--- src/rtl/ser_pkg.sv ---
// Shared serial-path definitions: FSM state encoding and default word width
// used by the serialiser, the complementer bench and the deserialiser.
package ser_pkg;
  localparam int SER_W = 8;

  typedef enum logic {
    ST_IDLE  = 1'b0,
    ST_SHIFT = 1'b1
  } ser_state_e;
endpackage

--- src/rtl/par2ser_lsb.sv ---
// LSB-first parallel-to-serial shifter with valid/ready input and a word-start
// strobe on bit 0; back-to-back words stream with no idle cycle.
module par2ser_lsb
  import ser_pkg::*;
#(
  parameter int W = SER_W
) (
  input  logic         clk,
  input  logic         r,
  input  logic [W-1:0] din,
  input  logic         din_valid,
  output logic         din_ready,
  output logic         ser_bit,
  output logic         ser_first,
  output logic         ser_valid,
  output logic         busy
);
  localparam int            CW   = $clog2(W);
  localparam logic [CW-1:0] LAST = CW'(W - 1);

  ser_state_e    state, state_nx;
  logic [W-1:0]  sh, sh_nx;
  logic [CW-1:0] cnt, cnt_nx;
  logic          accept;

  // Ready on the last bit lets the next word load with no gap.
  assign din_ready = (state == ST_IDLE) || (state == ST_SHIFT && cnt == LAST);
  assign accept    = din_valid && din_ready;

  always_ff @(posedge clk or posedge r) begin
    if (r) begin
      state <= ST_IDLE;
      sh    <= '0;
      cnt   <= '0;
    end else begin
      state <= state_nx;
      sh    <= sh_nx;
      cnt   <= cnt_nx;
    end
  end

  always_comb begin
    state_nx = state;
    sh_nx    = sh;
    cnt_nx   = cnt;
    case (state)
      ST_IDLE: begin
        if (accept) begin
          sh_nx    = din;
          cnt_nx   = '0;
          state_nx = ST_SHIFT;
        end
      end
      ST_SHIFT: begin
        if (cnt != LAST) begin
          sh_nx  = sh >> 1;
          cnt_nx = cnt + CW'(1);
        end else if (accept) begin
          sh_nx  = din;
          cnt_nx = '0;
        end else begin
          sh_nx    = '0;
          cnt_nx   = '0;
          state_nx = ST_IDLE;
        end
      end
      default: begin
        sh_nx    = '0;
        cnt_nx   = '0;
        state_nx = ST_IDLE;
      end
    endcase
  end

  assign ser_valid = (state == ST_SHIFT);
  assign busy      = ser_valid;
  assign ser_bit   = ser_valid & sh[0];
  assign ser_first = ser_valid && (cnt == '0);
endmodule

--- config.mk ---
export PLATFORM = sky130hd
export DESIGN_NAME = par2ser_lsb
export DESIGN_NICKNAME = d
export VERILOG_FILES = /design/src/rtl/ser_pkg.sv /design/src/rtl/par2ser_lsb.sv
export SDC_FILE = /design/constraint.sdc
export NUM_CORES = 1
export LEC_CHECK = 0
export BUFFER_PORTS_ARGS = -buffer_cell sky130_fd_sc_hd__buf_4
export CORE_MARGIN = 3
export CORE_UTILIZATION = 30
export CTS_BUF_LIST = sky130_fd_sc_hd__clkbuf_16
export DETAILED_ROUTE_END_ITERATION = 16
export SLEW_MARGIN = 5
export SYNTH_ARGS = -nofsm -noshare
export SYNTH_HDL_FRONTEND = slang
export SYNTH_SLANG_ARGS = --single-unit
--- constraint.sdc ---
create_clock -name clk -period 2.98 [get_ports clk]
set_clock_uncertainty 0.05 [all_clocks]
set_input_delay 0.447 -clock clk [delete_from_list [all_inputs] [get_ports clk]]
set_output_delay 0.447 -clock clk [all_outputs]
set_load 0.02 [all_outputs]
---- Word level (Yosys, flattened, before mapping) ----
Index checks and enable logic that the tools add are counted.
word-level totals
  register bits after elaboration ......... 12
  output and inout port bits .............. 5
  word-level logic and storage cells ...... 24
cells by class
  add/sub/neg operators ................... 1
  eq/ne operators ......................... 3
  multiplexer cells ....................... 10
  bitwise gates (word level) .............. 2
  reductions and logical operators ........ 5
operators by type and width
  operator               number
  $mux W8                3
  $pmux W8 S2            1
  $mux W3                2
  $pmux W3 S2            1
  $add A3 B1 Y3 const B  1
  $eq A3 B3 Y1 const B   1
  $logic_and A1 B1 Y1    3
  $logic_not A3 Y1       1
  $ne A3 B3 Y1 const B   1
  $mux W1                2
  $ne A2 B2 Y1 const B   1
  $pmux W1 S2            1
  $and A1 B1 Y1          1
  $logic_or A1 B1 Y1     1
  $not A1 Y1             1

---- Logic depth before layout (Yosys ltp) ----
Gate-level depths: netlist (run 1).
  depth after elaboration ................. 7
  mapped depth ............................ 6
  depth with buffers taken out ............ 4

---- Least setup slack after synthesis (run 1) ----
Ideal clock, no wire load.
  path type ............................... register -> output
  from .................................... register cnt[0]
  to ...................................... output din_ready
  data arrival time ....................... 1,191 ps
  required time ........................... 2,483 ps
  setup slack ............................. 1,292 ps
  cell stages (with the launch flop) ...... 6
  path through ............................ dfrtp_1 ha_1 ha_1 buf_6 nand2b_4 buf_6
on the way
  word-level cells in the longest chain between the ends .. 3
ends and longest elaborated chain
  element                   line               text
  start: declaration        par2ser_lsb.sv:23  logic [CW-1:0] cnt, cnt_nx;
  start signal: assignment  par2ser_lsb.sv:38  cnt <= cnt_nx;
  $eq A3 B3 Y1              par2ser_lsb.sv:27  assign din_ready = (state == ST_IDLE) || (state == ST_SHIFT && cnt == LAST);
  $logic_and A1 B1 Y1       par2ser_lsb.sv:27
  $logic_or A1 B1 Y1        par2ser_lsb.sv:27
  end: declaration          par2ser_lsb.sv:12  output logic din_ready,
Every way passes these cells.

---- Worst setup path after layout (run 1) ----
Same ends and word-level chain as after synthesis.

==> metrics.md, run 1 <==
| Metric | Value |
|---|---|
| Worst Setup Path Type | `flop to output pin` |
| Worst R2R Path Depth | `4` |
| Period utilisation layout | `0.7169` |
| Clk Latency, worst-skew pair | `240 ps` |
| Post-synth top cells | `dfrtp_1 (12), inv_1 (11), mux2i_1 (8), nand3_1 (8), o221ai_2 (7)` |
| Total Neg Setup Slack | `0 ps` |
| DRC Markers | `0` |
| Grt total ovfl | `0` |
| Post-Syn Nets | `79` |
| Initial antenna violation count | `0` |
| Tmin final | `2136 ps` |
| Max stage delay on crit path | `410 ps` |
| Routed length per instance | `12.58 µm` |
| Cell with the most instances after synthesis | `dfrtp_1` |
| Endpoints failing setup | `0` |
| Syn Area/Cell | `roughly 11 µm²` |
| Seq cells post-synth | `12` |
| Netlist cell types | `18` |
| Clock tree buffer depth | `2` |
| Fill count | `218` |
| # Max-Cap Violations | `0` |
| Final worst slack | `843.6 ps` |
| Post-synth EDFFs | `0` |
| Seq/Total Area, Yosys | `0.4075` |
| CP required | `2480 ps` |
| CTS tree | `built` |
| Largest net degree at the start of global routing | `21` |
| CP max-delay cell | `dfrtp_1` |
| Post-place instance area | `832.0 µm²` |
| Dominant cells by area after synthesis | `dfrtp_1 (41%), o221ai_2 (14%), mux2i_1 (11%)` |
| Cts bufs inserted | `3` |
| Initial DRC count | `11` |
| Cell repeated most along the worst path | `ha_1` |
| Placed cells | `102` |
| Vias in the first global route | `501` |
| H-tree lvl count | `1` |
| Slew headroom | `0.5242` |
| Synth Instances | `65` |
| Unrepaired setup endpoints after global routing | `no` |
| Num Clock Sinks | `12` |
| Placement Setup Slack | `roughly 1100 ps` |
| Nets | `93` |
| IR Drop Worst-Case VDD | `0.5319 mV` |
| Die W | `55.57 µm` |
| First-pass GRT wire length | `2221 µm` |
| Worst Path Max Fanout | `11` |
| Post-cts resize count | `0` |
| Mapped cell area | `737.0 µm²` |
| Worst Tran Pin Value | `between 700 and 800 ps` |
| Number of synthesis warnings | `0` |
| Pwr/cell area | `940.3 nW/µm²` |
| Arrival time at the worst endpoint | `1640 ps` |
| Commonest register cell after synthesis | `dfrtp_1` |
| Share of cells above drive strength 1 | `0.3462` |
| Leak Pwr | `0.4227 nW` |
| Vias per Instance | `4.792` |
| Pre-antenna DRT Iters | `2` |
| Crit. End Element | `output pin` |
| Status | `finished clean` |
| ANT nets after route | `0` |
| Number of antenna diodes | `0` |
| RR Startpoint | `cnt[0]` |
| Detailed Route WL | `1333 µm` |
| Num rows | `17` |
| FFs w/ async S/R, synth | `1.000` |
| Die Y | `55.57 µm` |
| Final Hold Vio Count | `0` |
| Worst hold path class | `input pin to asynchronous set/reset pin` |
| Initial Utilization | `0.3238` |
| Clk slew on worst S/H paths | `40 ps` |
| Fin cells | `106` |
| GRT Resource Usage Total | `0.09034` |
| Area delta synth->final | `23.60%` |
| Setup bufs post-CTS | `0` |
| GPL Wtd Cong | `0.6717` |
| Max Slew Vio Count | `0` |
| Max Fclk | `468.1 MHz` |
| Via count | `508` |
| Die ar. | `3087 µm²` |
| Post-route cell area | `910.9 µm²` |
| Root buf cell | `clkbuf_16` |
| Synth area leader | `dfrtp_1` |
| CP Launch Type | `flop` |
| I/O pin count | `16` |
| CP cell instances | `ha_1, ha_1, nand2b_4, buf_4` |
| R2R setup slack | `1440 ps` |
| # port buffers | `15` |
| Detailed Place HPWL | `918.1 µm` |
| Cts hold-fix bufs | `0` |
| Share of the synthesized area in the top cell type | `0.4075` |
| R2r endpoint | `sh[0]` |
| Core Area | `2276 µm²` |
-- critical path: cells and delay by family (launching register included) --
family                     cells  cell delay (ps)
adders and majority gates      2              500
DFF                            1              410
and+or+nand+nor                1              270
buffers and inverters          1              220
-- through the flow --
step	power [mW]	util	hold slack (ps)
detailed placement	0.6198	0.3656	460.5
global placement	0.6177	0.3656	455.1
floorplan	0.5594	-	261.7
finish	0.8565	0.4002	186.0
global route	0.9186	0.4002	226.9
CTS	0.8701	0.4002	209.9
-- cell families (layout without fill, tap and decap cells) --
family / after synthesis / after routing / share of synthesized area
compound gates: 11 / 11 / 0.1901
fa+ha+maj: 3 / 3 / 0.05094
buf+inv: 17 / 30 / 0.1273
flops: 12 / 12 / 0.4075
mux: 8 / 8 / 0.1087
simple gates: 14 / 14 / 0.1154
-- routing by layer --
metal	part of all wire	global-route usage	up-vias	wire length, µm
met5	0	0	-	0
met4	0	0.03125	0	0
met3	0.053	0.02336	0	70
met2	0.42	0.1301	14	562
met1	0.53	0.1295	240	700
li1	-	-	254	-
-- state kept, by name, indices dropped and copies added (netlist names) --
register,cells
sh,8
busy,1
cnt,3
-- area by class of cell --
cell class / instances / area, µm² / area share
Inverter: 11 / 41.29 / 0.04533
Clock inverter: 1 / 3.754 / 0.004121
Tap cell: 28 / 35.03 / 0.03846
Clock buffer: 3 / 75.07 / 0.08242
Multi-Input combinational cell: 36 / 342.8 / 0.3764
Timing Repair Buffer: 15 / 112.6 / 0.1236
Sequential cell: 12 / 300.3 / 0.3297
-- cells in the final DEF, fill, tap and decap left out --
master | netlist | routed
dfrtp_1 | 12 | 12
and2_1 | 1 | 1
o32ai_1 | 1 | 1
nand2b_4 | 1 | 1
nand2b_1 | 2 | 2
inv_1 | 11 | 11
clkinv_1 | 0 | 1
a22o_1 | 1 | 1
mux2i_1 | 8 | 8
o221ai_2 | 7 | 7
and3b_1 | 1 | 1
buf_4 | 2 | 15
o22ai_2 | 1 | 1
clkbuf_16 | 0 | 3
nor2_1 | 1 | 1
nand3_1 | 8 | 8
o21ai_0 | 1 | 1
ha_1 | 3 | 3
-- where the power goes --
part	switching (mW)	leakage, nW	internal [mW]
Combinational	0.163	0.232	0.163
Clock	0.0688	0.0385	0.177
Sequential	0.0592	0.152	0.227
Total	0.291	0.423	0.566
-- how the worst max path moves through the flow --
stage	cells past startpoint	startpoint	endpoint
global placement	4	cnt[0]	din_ready
detailed placement	4	cnt[0]	din_ready
global route	4	cnt[0]	din_ready
finish	4	cnt[0]	din_ready
CTS	4	cnt[0]	din_ready
floorplan	5	cnt[0]	din_ready
Note: power is estimated with default switching activity, not from simulation.
==> run 2, diff against run 1 <==
==> constraint.sdc (replaced) <==
create_clock -name clk -period 1.84 [get_ports clk]
set_clock_uncertainty 0.05 [all_clocks]
set_input_delay 0.276 -clock clk [delete_from_list [all_inputs] [get_ports clk]]
set_output_delay 0.276 -clock clk [all_outputs]
set_load 0.02 [all_outputs]
==> metrics.md, run 2 (same netlist as run 1, synthesis figures left out) <==
| Metric | Value |
|---|---|
| Status | `finished, violations left` |
| Failing checks | `negative hold slack` |
| Cts hold-fix bufs | `0 (unchanged)` |
| Reg with most FFs | `sh` |
| Buf/Inv on CP | `1 (unchanged)` |
| Vias in the first global route | `544 (+8.6%)` |
| Worst Tran Pin Value | `481.0 ps (-232.6 ps)` |
| Vias per Instance | `4.655 (-2.9%)` |
| Commonest cells after routing, fill and taps aside | `buf_4 (22), dfrtp_1 (12), inv_1 (11)` |
| Max stage delay on crit path | `420 ps (about the same)` |
| Max Slew Vio Count | `0 (unchanged)` |
| CP required | `1510 ps (-970 ps)` |
| Most common cell after layout, fill and taps aside | `buf_4` |
| Tmin final | `1764 ps` |
| Period utilisation layout | `0.9587` |
| Nets | `100 (+7.5%)` |
| Clk slew on worst S/H paths | `50 ps (about the same)` |
| Cts bufs inserted | `3 (unchanged)` |
| Initial DRC count | `11 (unchanged)` |
| Clk Latency, worst-skew pair | `240 ps (about the same)` |
| Cell family with most CP delay | `flip-flops` |
| Fin cells | `113 (+6.6%)` |
| Clock tree buffer depth | `2 (unchanged)` |
| Worst Path Max Fanout | `8 (-3)` |
| CTS tree | `built` |
| Die ar. | `3087 µm² (unchanged)` |
| I/O pin count | `16 (unchanged)` |
| Leak Pwr | `0.4586 nW (+8.5%)` |
| Endpoints failing setup | `0 (unchanged)` |
| Num Clock Sinks | `12 (unchanged)` |
| GRT Resource Usage Total | `0.09990 (+0.009568)` |
| CP cell instances | `ha_1, ha_1, nand2b_4, buf_4` |
| Share of cells above drive strength 1 | `0.4000 (+0.05385)` |
| Via count | `526 (+3.5%)` |
| Unrepaired setup endpoints after global routing | `no` |
| Crit. End Element | `output pin` |
| Post-place instance area | `847.1 µm² (+1.8%)` |
| GPL Wtd Cong | `0.6562 (-2.3%)` |
| Arrival time at the worst endpoint | `1440 ps (-200 ps)` |
| Number of flip-flops in the largest register | `8 (unchanged)` |
| # Max-Cap Violations | `0 (unchanged)` |
| Worst Setup Path Type | `flop to output pin` |
| Layout Utilization | `0.4233 (+0.02309)` |
| Die W | `55.57 µm (unchanged)` |
| Die Y | `55.57 µm (unchanged)` |
| H-tree lvl count | `1 (unchanged)` |
| Max Fclk | `566.9 MHz` |
| Detailed Route WL | `1411 µm (+5.9%)` |
| Slew headroom | `0.6793 (+0.1551)` |
| Root buf cell | `clkbuf_16` |
| Cell repeated most along the worst path | `ha_1` |
| Pwr/cell area | `1554 nW/µm² (+65%)` |
| Number of antenna diodes | `0 (unchanged)` |
| Worst hold path class | `input pin to asynchronous set/reset pin` |
| CP max-delay cell | `dfrtp_1` |
| Area delta synth->final | `30.73%` |
| Hold slack | `-11.21 ps (-197.2 ps)` |
| Detailed Place HPWL | `982.4 µm (+7.0%)` |
| Num rows | `17 (unchanged)` |
| Pre-antenna DRT Iters | `2 (unchanged)` |
| Post-route cell area | `963.4 µm² (+5.8%)` |
| Initial antenna violation count | `0 (unchanged)` |
| Initial Utilization | `0.3238 (unchanged)` |
| Total Neg Setup Slack | `0 ps (unchanged)` |
| Final Hold Vio Count | `12 (+12)` |
| Largest net degree at the start of global routing | `21 (unchanged)` |
| Grt total ovfl | `0 (unchanged)` |
| Routed length per instance | `12.49 µm (-0.71%)` |
| First-pass GRT wire length | `2408 µm (+8.4%)` |
| R2R setup slack | `370 ps (-1070 ps)` |
| ANT nets after route | `0 (unchanged)` |
| CP Launch Type | `flop` |
| IR Drop Worst-Case VDD | `0.6363 mV (+20%)` |
| Placed cells | `104 (+2.0%)` |
| DRC Markers | `0 (unchanged)` |
| # port buffers | `15 (unchanged)` |
| Core Area | `2276 µm² (unchanged)` |
run 2: cell type report:
type | instances | area [µm²]
well taps | 28 | 35.03
fillers | 223 | 1313
inverters | 11 | 41.29
clock buffers | 3 | 75.07
flip-flops and latches | 12 | 300.3
multi-input cells | 36 | 342.8
repair buffers | 22 | 165.2
clock inverters | 1 | 3.754
run 2: final timing paths:
check | startpoint | endpoint | cells after the start
worst max-delay path | cnt[0] | din_ready | 4
worst max register to register | cnt[0] | sh[0] | 5
min in group clk | din[2] | sh[2] | 3
worst min register to register | cnt[2] | cnt[2] | 1
worst min-delay path | r | sh[5] | 2
max in group asynchronous | r | cnt[2] | 2
run 2: power by group:
part	internal, mW	total, mW	leakage, nW	switching, mW
Combinational	0.343	0.641	0.268	0.298
Sequential	0.367	0.454	0.152	0.0871
Clock	0.286	0.402	0.0385	0.116
run 2: what timing repair did:
item                       4_1_cts  5_1_grt
hold endpoints to repair         0        0
resized for setup                0        0
setup endpoints to repair        0        1
setup buffers                    0        5
run 2: layer usage:
layer	wire length, µm	part of all wire	global-route usage
met4	35	0.025	0.07292
met3	94	0.067	0.02336
met5	0	0	0
met1	685	0.49	0.1304
met2	596	0.42	0.1419
run 2: worst register-to-register path: cells and delay by family, from the launching register on:
| family | cells | cell delay (ps) |
|---|---|---|
| adders and majority gates | 2 | 410 |
| DFF | 1 | 420 |
| AOI/OAI and AO/OA | 1 | 150 |
| and+or+nand+nor | 1 | 180 |
| buffers and inverters | 1 | 180 |
run 2: through the flow:
stage	setup slack [ps]	power, mW
floorplan	322.9	0.9060
global placement	303.3	1.020
detailed placement	263.8	1.031
CTS	2.600	1.441
global route	3.996	1.607
finish	75.94	1.497
